[config.mk]
export PLATFORM = sky130hd
export DESIGN_NAME = spi_controller_flat
export DESIGN_NICKNAME = d
export VERILOG_FILES = /design/src/rtl/spi_pkg.sv /design/src/rtl/spi_controller_if.sv /design/src/rtl/spi_sclk_divider.sv /design/src/rtl/spi_controller.sv /design/src/flat_wrapper.sv
export SDC_FILE = /design/constraint.sdc
export NUM_CORES = 1
export LEC_CHECK = 0
export ABC_AREA = 1
export BUFFER_PORTS_ARGS = -buffer_cell sky130_fd_sc_hd__buf_2
export CAP_MARGIN = 20
export CORE_MARGIN = 2
export CORE_UTILIZATION = 45
export DETAILED_ROUTE_END_ITERATION = 10
export PLACE_DENSITY = 0.66
export SYNTH_ARGS = -nofsm -noshare
export SYNTH_HDL_FRONTEND = slang
export SYNTH_SLANG_ARGS = --single-unit
[constraint.sdc]
create_clock -name clk -period 4.4 [get_ports clk]
set_input_delay 0.88 -clock clk [delete_from_list [all_inputs] [get_ports clk]]
set_output_delay 0.88 -clock clk [all_outputs]
set_load 0.05 [all_outputs]
[src/rtl/spi_pkg.sv]
// SPI write-controller shared types and constants.
// Frame layout, register map and FSM state encoding.
package spi_pkg;

  localparam int FRAME_W = 16;
  localparam int ADDR_W  = 7;
  localparam int DATA_W  = 8;

  localparam logic WRITE_BIT = 1'b1;

  localparam logic [ADDR_W-1:0] ADDR_OUT_7_0   = 7'h00;
  localparam logic [ADDR_W-1:0] ADDR_OUT_15_8  = 7'h01;
  localparam logic [ADDR_W-1:0] ADDR_PWM_7_0   = 7'h02;
  localparam logic [ADDR_W-1:0] ADDR_PWM_15_8  = 7'h03;
  localparam logic [ADDR_W-1:0] ADDR_PWM_DUTY  = 7'h04;

  typedef enum logic [1:0] {
    ST_IDLE,
    ST_SETUP,
    ST_SHIFT,
    ST_GAP
  } state_e;

  function automatic logic [FRAME_W-1:0] make_frame(
    input logic [ADDR_W-1:0] addr,
    input logic [DATA_W-1:0] data
  );
    return {WRITE_BIT, addr, data};
  endfunction

endpackage

[src/rtl/spi_controller_if.sv]
// Request handshake between a register-write client
// and the SPI controller.
interface spi_controller_if;
  import spi_pkg::*;

  logic              req_valid;
  logic              req_ready;
  logic [ADDR_W-1:0] req_addr;
  logic [DATA_W-1:0] req_data;

  modport master (
    output req_valid,
    output req_addr,
    output req_data,
    input  req_ready
  );

  modport slave (
    input  req_valid,
    input  req_addr,
    input  req_data,
    output req_ready
  );

endinterface

[src/rtl/spi_sclk_divider.sv]
// Half-period tick generator for SCLK; free-runs only
// while enabled and restarts from zero otherwise.
module spi_sclk_divider #(
  parameter int CLK_DIV = 4
) (
  input  logic clk,
  input  logic rst_n,
  input  logic en,
  output logic tick
);

  localparam logic [7:0] DIV_MAX = 8'(CLK_DIV - 1);

  logic [7:0] cnt_q;
  logic [7:0] cnt_d;

  always_comb begin
    cnt_d = 8'd0;
    if (en && cnt_q != DIV_MAX) begin
      cnt_d = cnt_q + 8'd1;
    end
  end

  always_ff @(posedge clk or negedge rst_n) begin
    if (!rst_n) begin
      cnt_q <= 8'd0;
    end else begin
      cnt_q <= cnt_d;
    end
  end

  assign tick = en && (cnt_q == DIV_MAX);

endmodule

[src/rtl/spi_controller.sv]
// SPI mode-0 write controller: one 16-bit write frame
// per accepted request, then a minimum nCS-high gap.
module spi_controller
  import spi_pkg::*;
#(
  parameter int CLK_DIV = 4,
  parameter int CS_IDLE = 4
) (
  input  logic            clk,
  input  logic            rst_n,
  spi_controller_if.slave req,
  output logic            nCS,
  output logic            SCLK,
  output logic            COPI,
  output logic            busy,
  output logic            done
);

  localparam logic [7:0] GAP_MAX  = 8'(CS_IDLE - 1);
  localparam logic [4:0] LAST_BIT = 5'(FRAME_W);

  state_e             state_q;
  state_e             state_d;
  logic [FRAME_W-1:0] shift_q;
  logic [FRAME_W-1:0] shift_d;
  logic [4:0]         bit_q;
  logic [4:0]         bit_d;
  logic [7:0]         gap_q;
  logic [7:0]         gap_d;
  logic               sclk_q;
  logic               sclk_d;
  logic               done_q;
  logic               done_d;
  logic               active;
  logic               tick;

  assign active = (state_q == ST_SETUP) ||
                  (state_q == ST_SHIFT);

  spi_sclk_divider #(
    .CLK_DIV(CLK_DIV)
  ) u_div (
    .clk  (clk),
    .rst_n(rst_n),
    .en   (active),
    .tick (tick)
  );

  always_comb begin
    state_d = state_q;
    shift_d = shift_q;
    bit_d   = bit_q;
    gap_d   = gap_q;
    sclk_d  = sclk_q;
    done_d  = 1'b0;
    unique case (state_q)
      ST_IDLE: begin
        if (req.req_valid) begin
          state_d = ST_SETUP;
          shift_d = make_frame(req.req_addr,
                               req.req_data);
          bit_d   = 5'd0;
        end
      end
      ST_SETUP: begin
        if (tick) begin
          state_d = ST_SHIFT;
          sclk_d  = 1'b1;
        end
      end
      ST_SHIFT: begin
        if (tick) begin
          // Falling edge advances data; a low phase ends
          // either in the next rise or in the gap.
          if (sclk_q) begin
            sclk_d  = 1'b0;
            shift_d = {shift_q[FRAME_W-2:0], 1'b0};
            bit_d   = bit_q + 5'd1;
          end else if (bit_q == LAST_BIT) begin
            state_d = ST_GAP;
            gap_d   = 8'd0;
          end else begin
            sclk_d  = 1'b1;
          end
        end
      end
      ST_GAP: begin
        if (gap_q == GAP_MAX) begin
          state_d = ST_IDLE;
          done_d  = 1'b1;
        end else begin
          gap_d = gap_q + 8'd1;
        end
      end
      default: state_d = ST_IDLE;
    endcase
  end

  always_ff @(posedge clk or negedge rst_n) begin
    if (!rst_n) begin
      state_q <= ST_IDLE;
      shift_q <= '0;
      bit_q   <= 5'd0;
      gap_q   <= 8'd0;
      sclk_q  <= 1'b0;
      done_q  <= 1'b0;
    end else begin
      state_q <= state_d;
      shift_q <= shift_d;
      bit_q   <= bit_d;
      gap_q   <= gap_d;
      sclk_q  <= sclk_d;
      done_q  <= done_d;
    end
  end

  assign req.req_ready = (state_q == ST_IDLE);
  assign nCS  = ~active;
  assign SCLK = sclk_q;
  assign COPI = active & shift_q[FRAME_W-1];
  assign busy = (state_q != ST_IDLE);
  assign done = done_q;

endmodule

[src/flat_wrapper.sv]
// flat-port wrapper written by rule: the top's interface ports become plain ports
module spi_controller_flat import spi_pkg::*;
#(
  parameter int CLK_DIV = 4,
  parameter int CS_IDLE = 4
)
  (clk, rst_n, nCS, SCLK, COPI, busy, done, req_req_valid, req_req_addr, req_req_data, req_req_ready);
  spi_controller_if req_i ();
  input  logic clk;
  input  logic rst_n;
  output logic nCS;
  output logic SCLK;
  output logic COPI;
  output logic busy;
  output logic done;
  input wire logic [$bits(req_i.req_valid)-1:0] req_req_valid;
  input wire logic [$bits(req_i.req_addr)-1:0] req_req_addr;
  input wire logic [$bits(req_i.req_data)-1:0] req_req_data;
  output wire logic [$bits(req_i.req_ready)-1:0] req_req_ready;
  assign req_i.req_valid = req_req_valid;
  assign req_i.req_addr = req_req_addr;
  assign req_i.req_data = req_req_data;
  assign req_req_ready = req_i.req_ready;
  spi_controller #(.CLK_DIV(CLK_DIV), .CS_IDLE(CS_IDLE)) u_core (.clk(clk), .rst_n(rst_n), .req(req_i), .nCS(nCS), .SCLK(SCLK), .COPI(COPI), .busy(busy), .done(done));
endmodule
==> results.md <==
- Vias per cell: about 4.7
- Congestion Overflow GR: 0
- Power per standard cell area: around 670 mW/mm2
- Synth Area in Simple Gates: between 20% and 30%
- GP Congestion: around 0.76
- First-pass GRT wire length: 7.46 mm
- Post-placement cell count: between 300 and 400
- Max FO, Critical Path: 7
- CORE AREA: just over 0.005 mm2
- Peak VDD IR: between 400 and 500 uV
- Fin Setup TNS: 0 ns
- Finished Layout Cells: 360
- Die W: around 77 um
- Post-CTS sizing: 0
- Mapped Nets: between 200 and 300
- Root Driver: clkbuf_8
- CP required: between 3 and 4 ns
- Drt total wl: between 4 and 5 mm
- Hold Violations, Final: 0
- Seq/Total Area, Yosys: 42.5%
- Later-pin clock latency in the skew report: around 0.29 ns
- Post-synth ARST share: 100%
- Status: finished clean
- Yosys warns: 0
- Most common cell on crit path: inv_1
- Final-report setup violation count: 0
- Dominant cells by area after synthesis: dfrtp_1 (43%), o21ai_2 (9.4%), nand2_1 (7.3%)
- Post-synth top area share: 42.5%
- Layout cell share with drive strength beyond 1: a little under a third
- Cell count after synthesis: 268
- CTS hold repair buffers: 0
- Crit path capture type: output pin
- Kind of critical path: register to output pin
- Die area: slightly below 0.006 mm2
- Cell taking the most area after synthesis: dfrtp_1
- Crit start category: register
- Post-Synth XOR/XNOR Area: less than 1%
- Dominant synthesized flop cell: dfrtp_1
- Nets@finish: ~320
- Antenna diode count: 0
- Cts bufs inserted: 5
- CTS clk-pin slew, worst paths: approximately 0.080 ns
- Slew @ Worst Pin: slightly above 0.9 ns
- Input/output buffers: 23
- Worst reg2reg setup slack: roughly 2 ns
- # fillers: a little under 500
- Vias: 1702
- TritonCTS clock tree: yes
- Clk sinks: 41
- Drt initial violations: 71
- H-Tree Depth: 2
- Routed Antenna Nets: 0
- Leakage: 0.00124 uW
- Avg Synthesized Cell Area: approximately 9.0 um2
- RSZ-0062 raised after global routing: no
- Multi-input logic area: approximately 0.0012 mm2
- Synth Area in Adders: 4.67%
- Io pins: 24
- Most frequent cells in the layout: nand2_1 (47), dfrtp_1 (41), inv_1 (28)
- Synthesized area: approximately 0.0024 mm2
- Die H: 77.2 um
- Hold WC Path Type: register to register
- Synth Area in Compound Gates: 13.7%
- Post-synth EDFFs: 0
- Max-slew violation count: 0
- Multiplexer share of the synthesized area: ~5.8%
- Tot GR Track Use: between 10% and 20%
- DR WL/cell: 11.4 um
- Starting Density: 47.0%
- Slew headroom: between 30% and 40%
- Critical Path Slowest Stage Cell: ha_1
- Crit path DAT: roughly 1.7 ns
- Layout Skew: between 0.008 and 0.009 ns
- Post-synth cell types: 29
- Postcts setup bufs: 0
- Synth Register Bits: between 40 and 50
- Post-DP HPWL: a little under 3 mm
- Final period utilization: 57.5%
- Vias in the first global route: between 1.5k and 2k
- Largest net degree at the start of global routing: 43
- Max Buffers Root-to-Sink: 2
- Syn-to-layout area delta: 9.85%
- Commonest non-fill, non-tap cell in the layout: nand2_1
- Max_cap viols: 0
- Tmin final: ~2.5 ns
- Seq. cell area: 0.00103 mm2
- Cell Rows: 26
- Antenna violations before repair: 0
- Fmax: approximately 400 MHz
- # DRC: 0
- Main combinational cell family by area after synthesis: simple AND/OR/NAND/NOR gates
- Worst path cell trace: inv_1 > ha_1 > nand2_1 > inv_1 > buf_2
- Worst path max stage delay: 0.44 ns
- Drt first pass iters: 4
worst max-delay path, delay by kind of cell (launching register included):
kind | cells | cell delay (ns)
fa+ha+maj | 1 | 0.44
flops | 1 | 0.40
buf+inv | 3 | 0.40
simple gates | 1 | 0.11
kinds of logic (layout without fill, tap and decap cells):
kind of cell | after synthesis | count (layout)
flops | 41 | 41
xor+xnor | 2 | 2
mux | 14 | 14
compound gates | 44 | 44
simple gates | 119 | 119
fa+ha+maj | 9 | 9
buf+inv | 39 | 61
routing by layer:
layer  share of wire (%)  vias up  track usage [%]
li1                    -      906                -
met1                  50      770             20.2
met2                  46       21             24.9
met3                 2.7        5             3.65
met4                 1.0        0             5.36
met5                   0        -                0
worst paths after layout:
path,startpoint,end,cells past startpoint
worst max-delay path,u_core.state_q[0],COPI,5
worst min-delay path,u_core.u_div.cnt_q[0],u_core.u_div.cnt_q[0],1
worst max register to register,u_core.state_q[0],u_core.bit_q[4],8
worst min register to register,u_core.u_div.cnt_q[0],u_core.u_div.cnt_q[0],1
max in group asynchronous,rst_n,u_core.gap_q[4],1
min in group asynchronous,rst_n,u_core.u_div.cnt_q[4],1
layout make-up:
type / instances / area share, %
Clock inverter: 2 / 1.32
Timing Repair Buffer: 24 / 4.62
Sequential cell: 41 / 38.7
Tap cell: 70 / 3.30
Multi-Input combinational cell: 188 / 45.2
Clock buffer: 5 / 2.60
Inverter: 30 / 4.25
registers in the layout (all words and copies together) (netlist names):
register / flops
u_core.SCLK: 1
u_core.bit_q: 5
u_core.done: 1
u_core.gap_q: 8
u_core.shift_q: 16
u_core.state_q: 2
u_core.u_div.cnt_q: 8
synth_stat cells, types with 4 or more instances:
library cell	count
mux2i_1	14
nor2_1	18
nand2_1	47
a21oi_1	7
nand2_2	19
nand3_1	17
buf_6	5
buf_2	4
dfrtp_1	41
ha_1	9
o21ai_2	26
inv_1	28
where the power goes:
part           leakage [uW]  internal, uW  switching (uW)  total [uW]
registers          0.000538           491            82.9         574
clock network     0.0000540           165             127         292
logic              0.000652           292             626         918
total               0.00124           948             836        1780
per-stage QoR:
stage          util, %  worst slack [ns]  power [uW]  area [um2]  hold slack, ns
6_report          51.6              1.87        1780        2650           0.472
5_1_grt           51.6              1.74        1930        2650           0.489
4_1_cts           51.6              1.86        1810        2650           0.472
3_5_place_dp      49.6              2.01        1510        2550           0.461
3_3_place_gp      49.6              2.09        1500        2550           0.453
2_1_floorplan        -              2.18        1410        2410           0.433
No activity file was read; power rests on OpenSTA's default activity.
